**config.mk**
```make
export PLATFORM = sky130hd
export DESIGN_NAME = qos_req_shaper_flat
export DESIGN_NICKNAME = d
export VERILOG_FILES = /design/src/rtl/qos_req_shaper_if.sv /design/src/rtl/qos_req_shaper.sv /design/src/flat_wrapper.sv
export SDC_FILE = /design/constraint.sdc
export NUM_CORES = 1
export LEC_CHECK = 0
export CAP_MARGIN = 15
export CORE_MARGIN = 1.5
export CORE_UTILIZATION = 40
export DETAILED_ROUTE_END_ITERATION = 16
export PLACE_DENSITY = 0.57
export SKIP_LAST_GASP = 1
export SLEW_MARGIN = 20
export SYNTH_ARGS = -nofsm -noshare
export SYNTH_HDL_FRONTEND = slang
export SYNTH_SLANG_ARGS = --single-unit
```
**constraint.sdc**
```tcl
create_clock -name clk -period 8.01 [get_ports clk]
set_input_delay 1.2015 -clock clk [delete_from_list [all_inputs] [get_ports clk]]
set_output_delay 1.2015 -clock clk [all_outputs]
set_load 0.02 [all_outputs]
```
**src/rtl/qos_req_shaper_if.sv**
```systemverilog
// -----------------------------------------------------------------------------
// qos_req_shaper_if
//
// Bundles the two handshakes of the QoS request shaper:
//   * descriptor push : pkt_valid / pkt_ready carrying pkt_size and pkt_prio
//   * arbiter request : req_valid / req_prio / req_size towards the arbiter,
//                       grant_valid back from the arbiter, grant_ack forward
//
// Modports
//   master : the surrounding logic (packet source plus arbiter); drives the
//            descriptor payload and the grant, observes ready/request/ack.
//   slave  : the shaper itself.
// -----------------------------------------------------------------------------
interface qos_req_shaper_if #(
    parameter int PRIO_WIDTH = 2,
    parameter int SIZE_WIDTH = 16
);
    // Descriptor push channel
    logic                  pkt_valid;
    logic                  pkt_ready;
    logic [SIZE_WIDTH-1:0] pkt_size;
    logic [PRIO_WIDTH-1:0] pkt_prio;

    // Arbiter request / grant channel
    logic                  req_valid;
    logic [PRIO_WIDTH-1:0] req_prio;
    logic [SIZE_WIDTH-1:0] req_size;
    logic                  grant_valid;
    logic                  grant_ack;

    modport master (
        output pkt_valid,
        output pkt_size,
        output pkt_prio,
        output grant_valid,
        input  pkt_ready,
        input  req_valid,
        input  req_prio,
        input  req_size,
        input  grant_ack
    );

    modport slave (
        input  pkt_valid,
        input  pkt_size,
        input  pkt_prio,
        input  grant_valid,
        output pkt_ready,
        output req_valid,
        output req_prio,
        output req_size,
        output grant_ack
    );
endinterface

```
**src/rtl/qos_req_shaper.sv**
```systemverilog
// -----------------------------------------------------------------------------
// qos_req_shaper
//
// Token-bucket shaper in front of a QoS arbiter. Packet descriptors (size in
// tokens plus priority) are queued in a small FIFO. The descriptor at the head
// is offered to the arbiter only once the bucket holds at least its size; a
// grant removes the descriptor, deducts its size from the bucket and is
// acknowledged for exactly one cycle. A request that waits too long for a grant
// has its priority escalated to all-ones.
//
// Ports
//   clk, rst_n          : clock (rising edge), asynchronous active-low reset
//   bus (slave)         : descriptor push and arbiter request/grant handshakes
//   cfg_rate            : tokens added to the bucket every cycle
//   cfg_burst           : bucket capacity
//   token_count         : current bucket level
//   fifo_level          : number of queued descriptors
//   rate_stall          : head descriptor is waiting for tokens
//   err_spurious_grant  : sticky, a grant arrived while no request was pending
// -----------------------------------------------------------------------------
module qos_req_shaper #(
    parameter int DEPTH       = 8,   // power of two, >= 2
    parameter int PRIO_WIDTH  = 2,
    parameter int SIZE_WIDTH  = 16,
    parameter int TOKEN_WIDTH = 32,
    parameter int AGE_LIMIT   = 64   // REQ cycles before priority escalation
) (
    input  logic                         clk,
    input  logic                         rst_n,
    qos_req_shaper_if.slave              bus,
    input  logic [TOKEN_WIDTH-1:0]       cfg_rate,
    input  logic [TOKEN_WIDTH-1:0]       cfg_burst,
    output logic [TOKEN_WIDTH-1:0]       token_count,
    output logic [$clog2(DEPTH+1)-1:0]   fifo_level,
    output logic                         rate_stall,
    output logic                         err_spurious_grant
);

    localparam int PTR_WIDTH = $clog2(DEPTH);
    localparam int LVL_WIDTH = $clog2(DEPTH + 1);
    localparam int AGE_WIDTH = $clog2(AGE_LIMIT + 1);
    // Common width for comparing the bucket against a descriptor size.
    localparam int CMP_WIDTH = (SIZE_WIDTH > TOKEN_WIDTH) ? SIZE_WIDTH : TOKEN_WIDTH;

    localparam logic [LVL_WIDTH-1:0] LVL_FULL = LVL_WIDTH'(DEPTH);
    localparam logic [AGE_WIDTH-1:0] AGE_MAX  = AGE_WIDTH'(AGE_LIMIT);

    typedef enum logic [1:0] {
        IDLE,
        WAIT_TOKEN,
        REQ,
        ACK
    } state_t;

    typedef struct packed {
        logic [PRIO_WIDTH-1:0] prio;
        logic [SIZE_WIDTH-1:0] size;
    } desc_t;

    // ---------------------------------------------------------------------
    // Descriptor FIFO
    // ---------------------------------------------------------------------
    desc_t                mem [DEPTH];
    logic [PTR_WIDTH-1:0] wr_ptr;
    logic [PTR_WIDTH-1:0] rd_ptr;
    logic [LVL_WIDTH-1:0] level;
    logic                 ready_en;   // low in reset, high from the first edge after
    logic                 pkt_ready;
    logic                 full;
    logic                 empty;
    logic                 push;
    logic                 pop;
    desc_t                head;

    assign full      = (level == LVL_FULL);
    assign empty     = (level == '0);
    // Ready comes from the registered level only, so a full FIFO refuses a
    // push even when a pop happens in the same cycle.
    assign pkt_ready = ready_en && !full;
    assign push      = bus.pkt_valid && pkt_ready;
    assign head      = mem[rd_ptr];

    // NOTE: the storage array carries no reset; occupancy is tracked by the
    // pointers and level, so stale entries are never observed.
    always_ff @(posedge clk) begin
        if (push) begin
            mem[wr_ptr] <= '{prio: bus.pkt_prio, size: bus.pkt_size};
        end
    end

    // NOTE: all state registers use non-blocking assignments so every flop
    // samples values from before the edge, independent of statement order.
    always_ff @(posedge clk or negedge rst_n) begin
        if (!rst_n) begin
            wr_ptr   <= '0;
            rd_ptr   <= '0;
            level    <= '0;
            ready_en <= 1'b0;
        end else begin
            ready_en <= 1'b1;
            if (push) begin
                wr_ptr <= wr_ptr + PTR_WIDTH'(1);
            end
            if (pop) begin
                rd_ptr <= rd_ptr + PTR_WIDTH'(1);
            end
            case ({push, pop})
                2'b10:   level <= level + LVL_WIDTH'(1);
                2'b01:   level <= level - LVL_WIDTH'(1);
                default: level <= level;
            endcase
        end
    end

    // ---------------------------------------------------------------------
    // Token bucket
    // ---------------------------------------------------------------------
    logic [TOKEN_WIDTH-1:0] tokens;
    logic [TOKEN_WIDTH-1:0] tokens_next;
    logic [TOKEN_WIDTH:0]   tok_sum;
    logic [TOKEN_WIDTH:0]   tok_deduct;
    logic [TOKEN_WIDTH:0]   tok_net;
    logic                   head_eligible;

    // A zero-size head is always eligible since tokens >= 0.
    assign head_eligible = (CMP_WIDTH'(tokens) >= CMP_WIDTH'(head.size));

    // Refill and deduction are applied together in one extra bit of headroom,
    // floored at zero (cfg_burst may have been lowered under an in-flight
    // size) and then clamped to the bucket cap.
    always_comb begin
        tok_sum    = {1'b0, tokens} + {1'b0, cfg_rate};
        tok_deduct = pop ? (TOKEN_WIDTH + 1)'(head.size) : '0;
        tok_net    = (tok_sum > tok_deduct) ? (tok_sum - tok_deduct) : '0;
        if (tok_net > {1'b0, cfg_burst}) begin
            tokens_next = cfg_burst;
        end else begin
            tokens_next = tok_net[TOKEN_WIDTH-1:0];
        end
    end

    always_ff @(posedge clk or negedge rst_n) begin
        if (!rst_n) begin
            tokens <= '0;
        end else begin
            tokens <= tokens_next;
        end
    end

    // ---------------------------------------------------------------------
    // Request FSM
    // ---------------------------------------------------------------------
    state_t state;
    state_t state_next;
    logic   req_valid;
    logic   grant_ack;

    always_ff @(posedge clk or negedge rst_n) begin
        if (!rst_n) begin
            state <= IDLE;
        end else begin
            state <= state_next;
        end
    end

    // NOTE: every output of this block gets a default before the case, so no
    // path leaves a signal unassigned and no latch is inferred.
    always_comb begin
        state_next = state;
        req_valid  = 1'b0;
        grant_ack  = 1'b0;
        rate_stall = 1'b0;
        pop        = 1'b0;
        case (state)
            IDLE: begin
                if (!empty) begin
                    state_next = head_eligible ? REQ : WAIT_TOKEN;
                end
            end
            WAIT_TOKEN: begin
                // An oversized head (size > cfg_burst) parks here for good.
                rate_stall = 1'b1;
                if (head_eligible) begin
                    state_next = REQ;
                end
            end
            REQ: begin
                req_valid = 1'b1;
                if (bus.grant_valid) begin
                    pop        = 1'b1;
                    state_next = ACK;
                end
            end
            ACK: begin
                // The ACK cycle doubles as the mandatory request gap.
                grant_ack  = 1'b1;
                state_next = IDLE;
            end
            default: begin
                state_next = IDLE;
            end
        endcase
    end

    // ---------------------------------------------------------------------
    // Request aging: 0 on the first REQ cycle, +1 per further REQ cycle,
    // saturating; cleared whenever the FSM is not staying in REQ.
    // ---------------------------------------------------------------------
    logic [AGE_WIDTH-1:0] age;

    always_ff @(posedge clk or negedge rst_n) begin
        if (!rst_n) begin
            age <= '0;
        end else if (state == REQ && state_next == REQ) begin
            if (age != AGE_MAX) begin
                age <= age + AGE_WIDTH'(1);
            end
        end else begin
            age <= '0;
        end
    end

    // ---------------------------------------------------------------------
    // Spurious grant flag: sticky until reset.
    // ---------------------------------------------------------------------
    always_ff @(posedge clk or negedge rst_n) begin
        if (!rst_n) begin
            err_spurious_grant <= 1'b0;
        end else if (bus.grant_valid && state != REQ) begin
            err_spurious_grant <= 1'b1;
        end
    end

    // ---------------------------------------------------------------------
    // Outputs
    // ---------------------------------------------------------------------
    // Head fields are stable while in REQ since the FIFO only pops on grant;
    // they are forced to zero outside REQ so the arbiter never sees stale data.
    assign bus.pkt_ready = pkt_ready;
    assign bus.req_valid = req_valid;
    assign bus.grant_ack = grant_ack;
    assign bus.req_size  = req_valid ? head.size : '0;
    assign bus.req_prio  = !req_valid       ? '0 :
                           (age == AGE_MAX) ? '1 : head.prio;

    assign token_count = tokens;
    assign fifo_level  = level;

endmodule

```
**src/flat_wrapper.sv**
```systemverilog
// flat-port wrapper written by rule: the top's interface ports become plain ports
module qos_req_shaper_flat 
#(
    parameter int DEPTH       = 8,                        
    parameter int PRIO_WIDTH  = 2,
    parameter int SIZE_WIDTH  = 16,
    parameter int TOKEN_WIDTH = 32,
    parameter int AGE_LIMIT   = 64                                           
)
  (clk, rst_n, cfg_rate, cfg_burst, token_count, fifo_level, rate_stall, err_spurious_grant, bus_pkt_valid, bus_pkt_size, bus_pkt_prio, bus_grant_valid, bus_pkt_ready, bus_req_valid, bus_req_prio, bus_req_size, bus_grant_ack);
  qos_req_shaper_if #(.PRIO_WIDTH(PRIO_WIDTH), .SIZE_WIDTH(SIZE_WIDTH)) bus_i ();
  input  logic clk;
  input  logic rst_n;
  input  logic [TOKEN_WIDTH-1:0] cfg_rate;
  input  logic [TOKEN_WIDTH-1:0] cfg_burst;
  output logic [TOKEN_WIDTH-1:0] token_count;
  output logic [$clog2(DEPTH+1)-1:0] fifo_level;
  output logic rate_stall;
  output logic err_spurious_grant;
  input wire logic [$bits(bus_i.pkt_valid)-1:0] bus_pkt_valid;
  input wire logic [$bits(bus_i.pkt_size)-1:0] bus_pkt_size;
  input wire logic [$bits(bus_i.pkt_prio)-1:0] bus_pkt_prio;
  input wire logic [$bits(bus_i.grant_valid)-1:0] bus_grant_valid;
  output wire logic [$bits(bus_i.pkt_ready)-1:0] bus_pkt_ready;
  output wire logic [$bits(bus_i.req_valid)-1:0] bus_req_valid;
  output wire logic [$bits(bus_i.req_prio)-1:0] bus_req_prio;
  output wire logic [$bits(bus_i.req_size)-1:0] bus_req_size;
  output wire logic [$bits(bus_i.grant_ack)-1:0] bus_grant_ack;
  assign bus_i.pkt_valid = bus_pkt_valid;
  assign bus_i.pkt_size = bus_pkt_size;
  assign bus_i.pkt_prio = bus_pkt_prio;
  assign bus_i.grant_valid = bus_grant_valid;
  assign bus_pkt_ready = bus_i.pkt_ready;
  assign bus_req_valid = bus_i.req_valid;
  assign bus_req_prio = bus_i.req_prio;
  assign bus_req_size = bus_i.req_size;
  assign bus_grant_ack = bus_i.grant_ack;
  qos_req_shaper #(.DEPTH(DEPTH), .PRIO_WIDTH(PRIO_WIDTH), .SIZE_WIDTH(SIZE_WIDTH), .TOKEN_WIDTH(TOKEN_WIDTH), .AGE_LIMIT(AGE_LIMIT)) u_core (.clk(clk), .rst_n(rst_n), .bus(bus_i), .cfg_rate(cfg_rate), .cfg_burst(cfg_burst), .token_count(token_count), .fifo_level(fifo_level), .rate_stall(rate_stall), .err_spurious_grant(err_spurious_grant));
endmodule
```
==> metrics.md <==
| Metric | Value |
|---|---|
| Most common cell in the netlist | `edfxtp_1` |
| Clock-pin slew on the worst setup and hold paths | `80 ps` |
| Register area | `0.00565 mm2` |
| Total CTS buffers | `17` |
| Die Y | `around 180 um` |
| Synth Warn # | `0` |
| Synthesized Nets | `~1200` |
| Post-DP HPWL | `between 20 and 30 mm` |
| Detail Route Antenna Nets | `0` |
| Layout area overhead | `22.9%` |
| Synth top area share | `a little over a third` |
| Least-Margin Pin Slew | `811 ps` |
| Row count | `63` |
| Sequential-to-total area share from yosys stat | `46.9%` |
| Clk buf depth | `2` |
| Drt wl/cell | `20.6 um` |
| Element type at the critical path start | `primary input` |
| Number of buffers added on ports | `144` |
| Hold Startpoint | `u_core.err_spurious_grant` |
| Setup slack after layout | `401 ps` |
| Hold Fails Final Rpt | `0` |
| Number of global-route vias before repair | `a little under 9000` |
| Root buffer cell | `clkbuf_16` |
| Max stage delay on crit path | `510 ps` |
| # Post-CTS Setup Buffers | `0` |
| Critical path endpoint category | `flip-flop` |
| Clock sinks | `197` |
| Crit path from | `cfg_rate[0]` |
| Setup Skew | `22.7 ps` |
| Largest net degree at the start of global routing | `54` |
| Yosys reg bits | `197` |
| Starting DRT DRC Count | `603` |
| Syn Inst Count | `1044` |
| GR Overflow Total | `0` |
| TritonRoute pass-1 iters | `5` |
| Fraction of layout cells with a size suffix above 1 | `10.6%` |
| Crit path time final | `between 7000 and 8000 ps` |
| Clk_lat worst skew | `450 ps` |
| Fillers | `about 2700` |
| CTS tree | `done` |
| First-pass GRT wire length | `roughly 50 mm` |
| Setup TNS | `0 ps` |
| H-tree Lvls | `4` |
| Crit share post-route | `95.0%` |
| GRT Overall Usage | `21.7%` |
| Synthesized cell area | `0.0120 mm2` |
| Post-synth EDFFs | `144` |
| Inserted Diodes | `0` |
| Detailed Route WL | `~33 mm` |
| Post-place setup slack | `-111 ps` |
| DIE AREA | `0.0312 mm2` |
| Initial Utilization | `40.6%` |
| CP Data Required Time | `8320 ps` |
| Post-route DRC violation count | `0` |
| CP arrival | `7920 ps` |
| Top_reg_cell synth | `edfxtp_1` |
| Die W | `177 um` |
| Async SR Flop Fraction | `26.9%` |
| Status | `finished clean` |
| Maximum clock frequency | `0.131 GHz` |
| Critical path's slowest cell | `a2111oi_1` |
| # Max-Cap Violations | `0` |
| Synth area leader | `edfxtp_1` |
| Vias after detailed routing | `8929` |
| Core Area | `between 0.02 and 0.03 mm2` |
| Max-slew headroom | `46.0%` |
| Vias/cell | `around 5.5` |
| IO Pins | `145` |
| HP Class | `reg -> reg` |
| Worst-path fanout max | `24` |
| Syn_area_per_cell | `11.5 um2` |
| Final nets | `1409` |
| Final GP Congestion | `0.966` |
| FF-to-FF Start | `u_core.token_count[0]` |
| Setup Viol. Count Final | `0` |
| Fin Hold WS | `465 ps` |
| Post-synthesis cell type count | `66` |
| Area contributors post-synth | `edfxtp_1 (36%), dfrtp_1 (11%), ha_1 (11%)` |
| RSZ-0062 raised after global routing | `no` |
| Multi-input logic area | `around 0.006 mm2` |
| CP Class | `in -> reg` |
| Max-slew violation count | `0` |
| Commonest cells post-synth | `edfxtp_1 (144), nor2_1 (107), ha_1 (103), a21oi_1 (67), nand2_1 (58)` |
| Antenna violations before repair | `2` |
==> routing by layer <==
layer  routed length [um]  vias up  GRT usage, %
li1                     -     4274             -
met1                14100     4349          26.5
met2                16800      246          38.4
met3                 1360       56          3.21
met4                 1070        4          8.90
met5                   22        -             0
==> layout make-up <==
| class | instances | share of cell area, % |
|---|---|---|
| Clock buffer | 17 | 2.87 |
| Clock inverter | 15 | 1.28 |
| Inverter | 52 | 1.32 |
| Sequential cell | 197 | 38.2 |
| Timing Repair Buffer | 180 | 11.8 |
| Multi-Input combinational cell | 769 | 41.3 |
| Tap cell | 390 | 3.30 |
==> registers in the layout, indices dropped and copies added, names as in the netlist <==
signal,cells
u_core.rd_ptr,3
u_core.mem,144
u_core.wr_ptr,3
u_core.token_count,32
u_core.ready_en,1
u_core.age,7
u_core.state,2
u_core.fifo_level,4
u_core.err_spurious_grant,1
==> metrics by stage <==
step / std cells / utilization [%] / cell area, um2
floorplan: 1044 / - / 12000
global placement: 1588 / 47.9 / 14200
detailed placement: 1588 / 47.9 / 14200
CTS: 1620 / 49.9 / 14800
global route: 1620 / 49.9 / 14800
finish: 1620 / 49.9 / 14800
==> cell usage in the layout, fill, tap and decap left out, drive strengths merged, types with 28 or more instances in the layout <==
master and count:
a21o 28, a21oi 68, buf 37, clkdlybuf4s50 143, dfrtp 53, edfxtp 144, ha 103, inv 59
mux2 32, mux4 36, nand2 58, nand2b 28, nor2 108, o21ai 46, xnor2 32
==> kinds of logic (layout without fill, tap and decap cells) <==
group           after synthesis  count (layout)  share of synthesized area (%)
simple gates                308             308                           12.6
compound gates              209             209                           11.2
flops                       197             197                           46.9
fa+ha+maj                   106             106                           11.2
mux                          88              88                           11.4
buf+inv                      78             264                           2.57
xor+xnor                     57              57                           4.14
other cells                   1               1                         0.0311
==> path summary, 6_finish.rpt <==
kind | slack [ps] | depth (start not counted) | endpoint
max | 400 | 33 | u_core.token_count[20]
min | 460 | 1 | u_core.err_spurious_grant
max reg2reg | 1140 | 32 | u_core.token_count[20]
min reg2reg | 460 | 1 | u_core.err_spurious_grant
max in group asynchronous | 6510 | 2 | u_core.rd_ptr[0]
min in group asynchronous | 920 | 2 | u_core.state[1]
==> repair_timing <==
action	4_1_cts	5_1_grt
gates resized for setup	0	2
hold endpoints to repair	0	0
hold buffers	0	0
endpoints found under the setup margin	0	30
==> critical path, delay by kind of cell <==
kind	cells	cell delay, ps
compound gates	18	3560
simple gates	6	680
fa+ha+maj	4	1300
buf+inv	2	610
xor+xnor	2	240
mux	1	330
Power is not shown: default switching activity piles up to over one toggle a cycle in this logic, so the estimate is an artifact.
